<file path="config.mk">
export PLATFORM = sky130hd
export DESIGN_NAME = bulls_cows_game
export DESIGN_NICKNAME = d
export VERILOG_FILES = /design/src/rtl/bulls_cows_pkg.sv /design/src/rtl/bc_scorer.sv /design/src/rtl/bulls_cows_game.sv
export SDC_FILE = /design/constraint.sdc
export NUM_CORES = 1
export LEC_CHECK = 0
export ABC_AREA = 1
export ABC_CLOCK_PERIOD_IN_PS = 9500
export CORE_UTILIZATION = 58
export DETAILED_ROUTE_END_ITERATION = 10
export PLACE_DENSITY = 0.8
export SLEW_MARGIN = 20
export SYNTH_ARGS = -nofsm -noshare
export SYNTH_HDL_FRONTEND = slang
export SYNTH_SLANG_ARGS = --single-unit
</file>
<file path="constraint.sdc">
create_clock -name clock -period 9.5 [get_ports clock]
set_clock_uncertainty 0.1 [all_clocks]
set_input_delay 1.425 -clock clock [delete_from_list [all_inputs] [get_ports clock]]
set_output_delay 1.425 -clock clock [all_outputs]
set_load 0.02 [all_outputs]
</file>
<file path="src/rtl/bulls_cows_pkg.sv">
// Shared types and display helpers for the two-player Bulls & Cows core.
package bulls_cows_pkg;

    localparam int unsigned CNT_W   = 8;
    localparam int unsigned SCORE_W = 3;
    localparam int unsigned DSP_W   = 6;
    localparam int unsigned NUM_DSP = 8;

    typedef enum logic [3:0] {
        ST_SET1,
        ST_SET2,
        ST_GUESS1,
        ST_SHOW1,
        ST_GUESS2,
        ST_SHOW2,
        ST_ERR,
        ST_WIN,
        ST_DRAW
    } state_t;

    // Display code: {en, hex[3:0], dp}
    typedef logic [DSP_W-1:0] dsp_t;

    localparam dsp_t DSP_BLANK = 6'b0_0000_0;
    localparam dsp_t DSP_E     = 6'b1_1110_1;
    localparam dsp_t DSP_D     = 6'b1_1101_0;

    function automatic dsp_t dsp(input logic [3:0] hex, input logic dp);
        return {1'b1, hex, dp};
    endfunction

endpackage

</file>
<file path="src/rtl/bc_scorer.sv">
// Combinational bulls/cows scoring of a guess against a secret, plus
// digit-distinctness check of the guess.
module bc_scorer
    import bulls_cows_pkg::*;
#(
    parameter int unsigned NUM_DIGITS = 4
) (
    input  logic [4*NUM_DIGITS-1:0] i_guess,
    input  logic [4*NUM_DIGITS-1:0] i_secret,
    output logic [SCORE_W-1:0]      o_bulls_c,
    output logic [SCORE_W-1:0]      o_cows_c,
    output logic                    o_valid_c
);

    always_comb begin
        o_bulls_c = '0;
        o_cows_c  = '0;
        o_valid_c = 1'b1;
        for (int i = 0; i < int'(NUM_DIGITS); i++) begin
            for (int j = 0; j < int'(NUM_DIGITS); j++) begin
                if (i == j) begin
                    if (i_guess[4*i +: 4] == i_secret[4*i +: 4])
                        o_bulls_c = o_bulls_c + SCORE_W'(1);
                end else begin
                    if (i_guess[4*i +: 4] == i_secret[4*j +: 4])
                        o_cows_c = o_cows_c + SCORE_W'(1);
                    if ((j > i) && (i_guess[4*i +: 4] == i_guess[4*j +: 4]))
                        o_valid_c = 1'b0;
                end
            end
        end
    end

endmodule

</file>
<file path="src/rtl/bulls_cows_game.sv">
// Two-player Bulls & Cows game core: secret entry, alternating scored guesses,
// attempt limit with draw, and registered 8-digit display codes.
module bulls_cows_game
    import bulls_cows_pkg::*;
#(
    parameter int unsigned NUM_DIGITS   = 4,
    parameter int unsigned MAX_ATTEMPTS = 10
) (
    input  logic                    clock,
    input  logic                    reset,
    input  logic [4*NUM_DIGITS-1:0] guess,
    input  logic                    confirm,
    output logic [5:0]              d1,
    output logic [5:0]              d2,
    output logic [5:0]              d3,
    output logic [5:0]              d4,
    output logic [5:0]              d5,
    output logic [5:0]              d6,
    output logic [5:0]              d7,
    output logic [5:0]              d8,
    output logic [1:0]              winner,
    output logic                    game_over
);

    localparam int unsigned GW = 4 * NUM_DIGITS;

    state_t               r_state;
    state_t               w_next_state;
    state_t               r_ret;
    logic                 r_confirm_q;
    logic                 w_ev;
    logic [GW-1:0]        r_secret1;
    logic [GW-1:0]        r_secret2;
    logic [CNT_W-1:0]     r_att1;
    logic [CNT_W-1:0]     r_att2;
    logic [SCORE_W-1:0]   r_bulls;
    logic [SCORE_W-1:0]   r_cows;
    logic [1:0]           r_winner;
    logic                 r_game_over;
    dsp_t                 r_d [NUM_DSP];
    dsp_t                 w_d [NUM_DSP];

    logic [GW-1:0]        w_target;
    logic [GW-1:0]        w_win_secret;
    logic [SCORE_W-1:0]   w_bulls;
    logic [SCORE_W-1:0]   w_cows;
    logic                 w_valid;
    logic                 w_p2;
    logic [CNT_W-1:0]     w_att;
    logic                 w_solved;

    assign w_ev     = confirm & ~r_confirm_q;
    assign w_target = (r_state == ST_GUESS2) ? r_secret1 : r_secret2;
    assign w_solved = (r_bulls == SCORE_W'(NUM_DIGITS));

    bc_scorer #(
        .NUM_DIGITS (NUM_DIGITS)
    ) u_scorer (
        .i_guess   (guess),
        .i_secret  (w_target),
        .o_bulls_c (w_bulls),
        .o_cows_c  (w_cows),
        .o_valid_c (w_valid)
    );

    // State register
    always_ff @(posedge clock) begin
        if (reset) r_state <= ST_SET1;
        else       r_state <= w_next_state;
    end

    // Next-state logic
    always_comb begin
        w_next_state = r_state;
        if (w_ev) begin
            case (r_state)
                ST_SET1:   w_next_state = w_valid ? ST_SET2   : ST_ERR;
                ST_SET2:   w_next_state = w_valid ? ST_GUESS1 : ST_ERR;
                ST_GUESS1: w_next_state = w_valid ? ST_SHOW1  : ST_ERR;
                ST_SHOW1:  w_next_state = w_solved ? ST_WIN : ST_GUESS2;
                ST_GUESS2: w_next_state = w_valid ? ST_SHOW2  : ST_ERR;
                ST_SHOW2: begin
                    if (w_solved)                            w_next_state = ST_WIN;
                    else if (r_att2 == CNT_W'(MAX_ATTEMPTS)) w_next_state = ST_DRAW;
                    else                                     w_next_state = ST_GUESS1;
                end
                ST_ERR:    w_next_state = r_ret;
                default:   w_next_state = r_state;
            endcase
        end
    end

    // Secrets, attempt counters, latched score and result
    always_ff @(posedge clock) begin
        if (reset) begin
            r_confirm_q <= 1'b1;
            r_secret1   <= '0;
            r_secret2   <= '0;
            r_att1      <= '0;
            r_att2      <= '0;
            r_bulls     <= '0;
            r_cows      <= '0;
            r_ret       <= ST_SET1;
            r_winner    <= 2'd0;
            r_game_over <= 1'b0;
        end else begin
            r_confirm_q <= confirm;
            if (w_ev && !w_valid &&
                (r_state == ST_SET1 || r_state == ST_SET2 ||
                 r_state == ST_GUESS1 || r_state == ST_GUESS2))
                r_ret <= r_state;
            if (w_ev && w_valid) begin
                case (r_state)
                    ST_SET1: r_secret1 <= guess;
                    ST_SET2: r_secret2 <= guess;
                    ST_GUESS1: begin
                        r_bulls <= w_bulls;
                        r_cows  <= w_cows;
                        if (r_att1 < CNT_W'(MAX_ATTEMPTS)) r_att1 <= r_att1 + CNT_W'(1);
                    end
                    ST_GUESS2: begin
                        r_bulls <= w_bulls;
                        r_cows  <= w_cows;
                        if (r_att2 < CNT_W'(MAX_ATTEMPTS)) r_att2 <= r_att2 + CNT_W'(1);
                    end
                    default: ;
                endcase
            end
            if (r_state != ST_WIN && w_next_state == ST_WIN) begin
                r_winner    <= (r_state == ST_SHOW1) ? 2'd1 : 2'd2;
                r_game_over <= 1'b1;
            end else if (r_state != ST_DRAW && w_next_state == ST_DRAW) begin
                r_winner    <= 2'd3;
                r_game_over <= 1'b1;
            end
        end
    end

    assign w_p2 = (r_state == ST_SET2) || (r_state == ST_GUESS2) || (r_state == ST_SHOW2);
    assign w_att = w_p2 ? r_att2 : r_att1;
    // The player who won found the other player's secret
    assign w_win_secret = (r_winner == 2'd1) ? r_secret2 : r_secret1;

    // Screen contents for the current state
    always_comb begin
        for (int i = 0; i < int'(NUM_DSP); i++) w_d[i] = DSP_BLANK;
        case (r_state)
            ST_SET1, ST_SET2, ST_GUESS1, ST_GUESS2: begin
                w_d[7] = dsp({3'b000, w_p2} + 4'd1,
                             (r_state == ST_SET1) || (r_state == ST_SET2));
                w_d[6] = dsp(w_att[7:4], 1'b0);
                w_d[5] = dsp(w_att[3:0], 1'b0);
                for (int i = 0; i < int'(NUM_DIGITS); i++)
                    w_d[i] = dsp(guess[4*i +: 4], 1'b0);
            end
            ST_SHOW1, ST_SHOW2: begin
                w_d[7] = dsp({3'b000, w_p2} + 4'd1, 1'b0);
                w_d[6] = dsp(w_att[7:4], 1'b0);
                w_d[5] = dsp(w_att[3:0], 1'b0);
                w_d[3] = dsp({1'b0, r_bulls}, 1'b0);
                w_d[1] = dsp({1'b0, r_cows}, 1'b0);
            end
            ST_ERR: begin
                for (int i = 0; i < int'(NUM_DSP); i++) w_d[i] = DSP_E;
            end
            ST_WIN: begin
                w_d[7] = dsp({2'b00, r_winner}, 1'b1);
                for (int i = 0; i < int'(NUM_DIGITS); i++)
                    w_d[i] = dsp(w_win_secret[4*i +: 4], 1'b1);
            end
            ST_DRAW: begin
                for (int i = 0; i < int'(NUM_DSP); i++) w_d[i] = DSP_D;
            end
            default: ;
        endcase
    end

    always_ff @(posedge clock) begin
        for (int i = 0; i < int'(NUM_DSP); i++) begin
            if (reset) r_d[i] <= DSP_BLANK;
            else       r_d[i] <= w_d[i];
        end
    end

    assign d1        = r_d[0];
    assign d2        = r_d[1];
    assign d3        = r_d[2];
    assign d4        = r_d[3];
    assign d5        = r_d[4];
    assign d6        = r_d[5];
    assign d7        = r_d[6];
    assign d8        = r_d[7];
    assign winner    = r_winner;
    assign game_over = r_game_over;

endmodule

</file>
# Yosys cells after proc, flatten, opt, wreduce, memory -nomap -nowiden
# Memory sizes are Yosys's and may differ from the RTL's.
# Index checks and enable logic that the tools add are counted.
op_classes:
  magnitude_cmp: 2
  div: 0
  n_bitwise: 10
  n_eq_ne: 37
  n_reduce_logical: 22
  mux: 57
  multipliers: 0
  shift: 0
  addsub: 17
op_table:
  columns: ["operator", "n"]
  rows:
  - ["6-bit one-hot mux with 5 select lines", 3]
  - ["4-bit equality test", 22]
  - ["3-bit 2-to-1 mux", 17]
  - ["6-bit 2-to-1 mux", 8]
  - ["6-bit one-hot mux with 4 select lines", 2]
  - ["3-bit by 1-bit adder with 3-bit output, second input constant", 14]
  - ["12-bit one-hot mux with 3 select lines", 1]
  - ["16-bit 2-to-1 mux", 2]
  - ["4-bit one-hot mux with 7 select lines", 1]
  - ["4-bit by 3-bit equality test with 1-bit output, second input constant", 5]
  - ["8-bit by 1-bit adder with 8-bit output, second input constant", 2]
  - ["8-bit by 4-bit less-than comparator with 1-bit output, second input constant", 2]
  - ["1-bit 2-to-1 mux", 13]
  - ["4-bit 2-to-1 mux", 3]
  - ["6-bit one-hot mux with 2 select lines", 1]
  - ["2-bit 2-to-1 mux", 5]
  - ["4-bit by 2-bit equality test with 1-bit output, second input constant", 2]
  - ["4-bit equality test, second input constant", 2]
  - ["8-bit by 4-bit equality test with 1-bit output, second input constant", 1]
  - ["8-bit 2-to-1 mux", 1]
  - ["1-bit bitwise OR", 8]
  - ["2-bit AND reduction", 3]
  - ["3-bit AND reduction", 2]
  - ["6-bit OR reduction", 1]
  - ["15 further kinds", 24]
totals:
  latchBits: 0
  in_bits: 19
  mem_count: 1
  ff_bits: 66
  romBits: 0
  ram_bits: 48
mem_list:
  columns: ["name", "words", "word_bits", "rd", "rd_clocked_by_memory_dff", "wr", "line", "source"]
  rows:
  - ["r_d", 8, 6, 8, 0, 8, "bulls_cows_game.sv:40", "dsp_t r_d [NUM_DSP];"]

# Logic depth before layout (Yosys ltp)
depth:
  depth_word: 26
  depth_mapped: 49

# Cells and area by module
# A second synthesis with hierarchy kept.
unflattened:
  hier_cells: 991
  hier_area_um2: 6831.6
by_module_without_submodules:
  columns: ["module", "cells_per_inst", "instances", "seq_area_each_um2", "area_each_um2"]
  rows:
  - ["bulls_cows_game", 600, 1, 2062.0, 4453.0]
  - ["bc_scorer", 391, 1, 0.0, 2378.5]

# Least setup slack after synthesis
# Ideal clock, no wire load.
synth_path:
  kind: "input-to-reg"
  startpoint: "in guess[2]"
  endpoint: "reg r_cows[2]"
  n_path_buf: 1
  cell_stages: 42
  arrival_time_ns: 6.847
  slack_ns: 2.444
  setup_ns: 0.109
  path_cell_list: "buf_1 inv_1 nand3_1 nand2_1 inv_1 nand2_1 nor2_2 ha_1 inv_1 nand2_2 nand2_2 inv_1 ha_1 or2_2 nand2_1 nand2_1 nand3_1 nand2_1 [... 6 more ...] and2_1 ha_1 or2_2 nand3_1 nand3_1 and2_1 ha_1 nand2_1 nand2_1 ha_1 nand2_1 xor2_1 xor2_1 xor2_1 a21oi_1 o21ai_0 nand2_1 inv_1"
synth_between:
  elab_chain_len: 24
  elab_cells_between_ends: 37
synth_rtl:
  columns: ["item", "line", "source"]
  rows:
  - ["start: declaration", "bulls_cows_game.sv:11", "input logic [4*NUM_DIGITS-1:0] guess,"]
  - ["4-bit equality test", "bc_scorer.sv:25", "if (i_guess[4*i +: 4] == i_secret[4*j +: 4])"]
  - ["1-bit 2-to-1 mux", "bc_scorer.sv:25", null]
  - ["3-bit by 1-bit adder with 3-bit output", "bc_scorer.sv:26", "o_cows_c = o_cows_c + SCORE_W'(1);"]
  - ["3-bit 2-to-1 mux", "bc_scorer.sv:25", null]
  - ["3-bit by 1-bit adder with 3-bit output", "bc_scorer.sv:26", null]
  - ["3-bit 2-to-1 mux", "bc_scorer.sv:25", null]
  - ["3-bit by 1-bit adder with 3-bit output", "bc_scorer.sv:26", null]
  - ["3-bit 2-to-1 mux", "bc_scorer.sv:25", null]
  - ["[... 8 more ...]", null, null]
  - ["3-bit by 1-bit adder with 3-bit output", null, null]
  - ["3-bit 2-to-1 mux", "bc_scorer.sv:25", null]
  - ["3-bit by 1-bit adder with 3-bit output", "bc_scorer.sv:26", null]
  - ["3-bit 2-to-1 mux", "bc_scorer.sv:25", null]
  - ["3-bit by 1-bit adder with 3-bit output", "bc_scorer.sv:26", null]
  - ["3-bit 2-to-1 mux", "bc_scorer.sv:25", null]
  - ["3-bit by 1-bit adder with 3-bit output", "bc_scorer.sv:26", null]
  - ["3-bit 2-to-1 mux", "bc_scorer.sv:25", null]
  - ["end signal: assignment", "bulls_cows_game.sv:118", "r_cows <= w_cows;"]
  - ["end signal: assignment", "bulls_cows_game.sv:123", "r_cows <= w_cows;"]
  - ["end: declaration", "bulls_cows_game.sv:37", "logic [SCORE_W-1:0] r_cows;"]
# Several ways; a longest one is shown, not always the timed one.
# A chain may end at the register's enable or synchronous reset.

# Worst setup path after layout
layout_path:
  startpoint: "in guess[3]"
  endpoint: "reg r_cows[2]"
# The elaborated chain is that of the path after synthesis.

==> impl_metrics.csv <==
group,metric,value,unit
floorplan,die-area,11900,um^2
setup_path,ff2ff_path_depth,44,
timing,fin_crit_sh,80.0,%
setup_path,r2r_setup_slack,2.41,ns
cts,path_clk_slew,0.07,ns
floorplan,floorplan.die.height,109,um
status,status,"completed",
floorplan,initial_utilization,60.4,%
synth,synth.area.top_cells,"dfxtp_1, nand2_1, xor2_1, nand3_1, inv_1",
cts,cts-root-buf,"clkbuf_16",
synth,synth_top_area_share,31.1,%
synth,yosysTopAreaCell,"dfxtp_1",
final_layout,drive_gt1_share,7.23,%
timing,hold_viol,0,
hold_path,holdPathEnd,"r_att2[7]$_SDFFE_PP0P_",
setup_path,cp.arrival,7.76,ns
setup_path,critPathMaxStageDelay,0.73,ns
setup_path,end_kind,"flop",
global_routing,grt_first_pass_wirelength,28.8,mm
final_layout,n_antenna_cell,0,
cts,cts_tree,"yes",
timing,slew_viol_final,0,
synth,ys_ff_latch,103,
routing,drtIter0Drc,627,
timing,setup_tns,0,ns
global_routing,grtUsageTotal,31.7,%
synth,synth_commonest_cells,"nand2_1, inv_1, dfxtp_1",
timing,setup_viol,0,
routing,wl,18.1,mm
floorplan,ios,70,
placement,routabilityCongestion,0.960,
setup_path,r2r-end,"r_cows[2]$_SDFFE_PP0P_",
power_and_ir_drop,sw_frac_of_total,30.1,%
cts,cts_sinks,103,
power_and_ir_drop,p_int,729,uW
synth,postSynth.asyncResetShare,0,%
routing,first_pass_iters,6,
routing,routed_via_density,5.55,
hold_path,hold_start,"r_att2[7]$_SDFFE_PP0P_",
timing,max_slew_margin,52.7,%
power_and_ir_drop,power_density,137,nW/um^2
cts,htreeDepth,3,
power_and_ir_drop,p_sw,314,uW
synth,syn_avg_cell_area,6.72,um^2
floorplan,rows,38,
setup_path,slowest_stage,"clkdlybuf4s50_1",
synth,synth_warnings,0,
final_layout,fin_nets,1054,
synth,synth_edf_count,0,
synth,synth_seq_area_share,31.1,%
power_and_ir_drop,pwr-share-clk,36.1,%
routing,via_count,6459,
setup_path,cp.required,9.66,ns
setup_path,path_max_fanout,9,
global_routing,top_usage_layer,"met2",
timing,grt_setup_unrepaired,"false",
global_routing,grt-ovfl-total,0,
synth,ys.flop_type,"dfxtp_1",
timing,fin_crit,7.60,ns
setup_path,crit_top_cell,"nand2_1",
routing,drcViolationCount,0,
power_and_ir_drop,vdd_drop_max,141,uV
power_and_ir_drop,p_comb_share,20.3,%
cts,numCtsBuffers,9,
hold_path,hold_depth,2,
floorplan,die_x,109,um
setup_path,r2r_start,"r_state[1]$_SDFF_PP0_",
cts,clk-insertion-delay-late,0.35,ns
placement,portBuffers,69,
global_routing,grt_pass1_vias,5762,
power_and_ir_drop,p_leak,3.49,nW
cts,post-cts-setup-buffers,0,
cts,cts.path.max_buffers,2,
synth,syn_nets,1023,
global_routing,antenna_found_initial,0,
global_routing,use_met2,50.9,%
global_routing,grt_util_met3,5.74,%
timing,fmax,132,MHz
synth,synthDistinctLibCells,38,
routing,ant_nets,0,
routing,wire_per_inst,15.6,um
global_routing,grt_use_met1,41.7,%
synth,yosysMostFrequentCell,"nand2_1",
setup_path,critPathKind,"in -> reg",
synth,postSynthCellCount,988,
job,maxCapViolCount,0,
timing,tightestPinTransition,0.706,ns
cts,hold_buffers,0,
synth,netlist_area,6640,um^2
power_and_ir_drop,power_frac_seq,43.6,%
hold_path,min_path_type,"reg -> reg",
placement,place_hpwl,13.4,mm
power_and_ir_drop,total_power,1.04,mW
cts,ctsResizeCount,0,
final_layout,syn2layout_area_growth,14.4,%
setup_path,crit_path_start_kind,"input port",
floorplan,core_area,11000,um^2
global_routing,grt_max_degree,41,
## critical path, delay by kind of cell
kind,cells,cell delay (ns)
AND/OR/NAND/NOR,25,2.94
adder cells (fa/ha/maj),6,1.58
buffers and inverters,6,1.13
XOR/XNOR,3,0.45
AO/OA/AOI/OAI,2,0.23
## registers in the layout, indices dropped and copies added (netlist names)
register	cells
r_d	37
r_secret1	16
r_secret2	16
r_att1	8
r_att2	8
r_ret	4
r_state	4
r_bulls	3
r_cows	3
winner	2
game_over	1
r_confirm_q	1
## per-layer routing
layer / part of all wire (%) / up-vias
met1: 43 / 2900
met3: 8.0 / 46
li1: - / 3240
met4: 3.2 / 0
met2: 46 / 273
met5: 0 / -
## worst max path at each step
stage	from	to	slack (ns)	cells past startpoint
5_1_grt	guess[3]	r_cows[2]$_SDFFE_PP0P_	1.43	42
4_1_cts	guess[3]	r_cows[2]$_SDFFE_PP0P_	1.94	42
6_report	guess[3]	r_cows[2]$_SDFFE_PP0P_	1.90	42
2_1_floorplan	guess[2]	r_cows[2]$_SDFFE_PP0P_	2.44	42
3_5_place_dp	guess[3]	r_cows[2]$_SDFFE_PP0P_	1.59	42
3_3_place_gp	guess[3]	r_cows[2]$_SDFFE_PP0P_	1.74	42
## layout make-up
class	count	area (um^2)
Clock buffer	9	225
Clock inverter	7	82.6
Fill cell	1017	3390
Inverter	125	470
Multi-Input combinational cell	708	3860
Sequential cell	103	2060
Tap cell	140	175
Timing Repair Buffer	72	713
## cell families after synthesis
kind of cell / share of synthesized area [%]
and+or+nand+nor: 29.6
DFF: 31.1
buffers and inverters: 10.9
adders and majority gates: 3.02
AOI/OAI and AO/OA: 15.2
xor gates and xnor gates: 10.3
## metrics by stage
stage / util, % / worst slack (ns) / std cells / instance area (um^2) / hold slack [ns]
6_report: 69.1 / 1.90 / 1164 / 7590 / 0.341
5_1_grt: 69.1 / 1.43 / 1164 / 7590 / 0.373
4_1_cts: 69.0 / 1.94 / 1164 / 7580 / 0.343
3_5_place_dp: 66.2 / 1.59 / 1148 / 7270 / 0.331
3_3_place_gp: 66.2 / 1.74 / 1148 / 7270 / 0.330
2_1_floorplan: - / 2.44 / 988 / 6640 / 0.313
## cells in the final DEF (no fill, tap or decap), types with 2 or more instances in the layout
cell	synthesis	layout
nand2_1	192	192
inv_1	113	112
dfxtp_1	103	103
nand3_1	97	95
a21oi_1	81	81
o21ai_0	75	75
nor2_1	71	71
clkdlybuf4s50_1	0	69
xor2_1	66	66
nand2_2	21	21
ha_1	16	16
xnor2_1	12	12
clkbuf_16	0	9
nand3_2	6	8
nor3_1	8	8
nand4_1	7	7
a31oi_1	7	7
inv_2	5	6
clkinv_1	6	6
or2_2	6	6
nand2_4	5	5
nor4_1	5	5
a41oi_1	5	5
nor2_4	4	4
and2_1	4	4
a221oi_1	4	4
o211ai_1	4	4
nor2_2	3	3
clkinvlp_4	0	3
buf_4	12	3
clkinv_2	1	2
o41ai_1	2	2
o21a_1	2	2
o22ai_1	2	2
## power by group through the flow
stage / clock network, mW / registers [mW] / logic, mW
global placement: 0 / 0.465 / 0.205
detailed placement: 0 / 0.465 / 0.208
floorplan: 0 / 0.475 / 0.138
finish: 0.377 / 0.455 / 0.211
global route: 0.399 / 0.456 / 0.233
CTS: 0.379 / 0.455 / 0.209
Power figures use the tool's default switching activity.
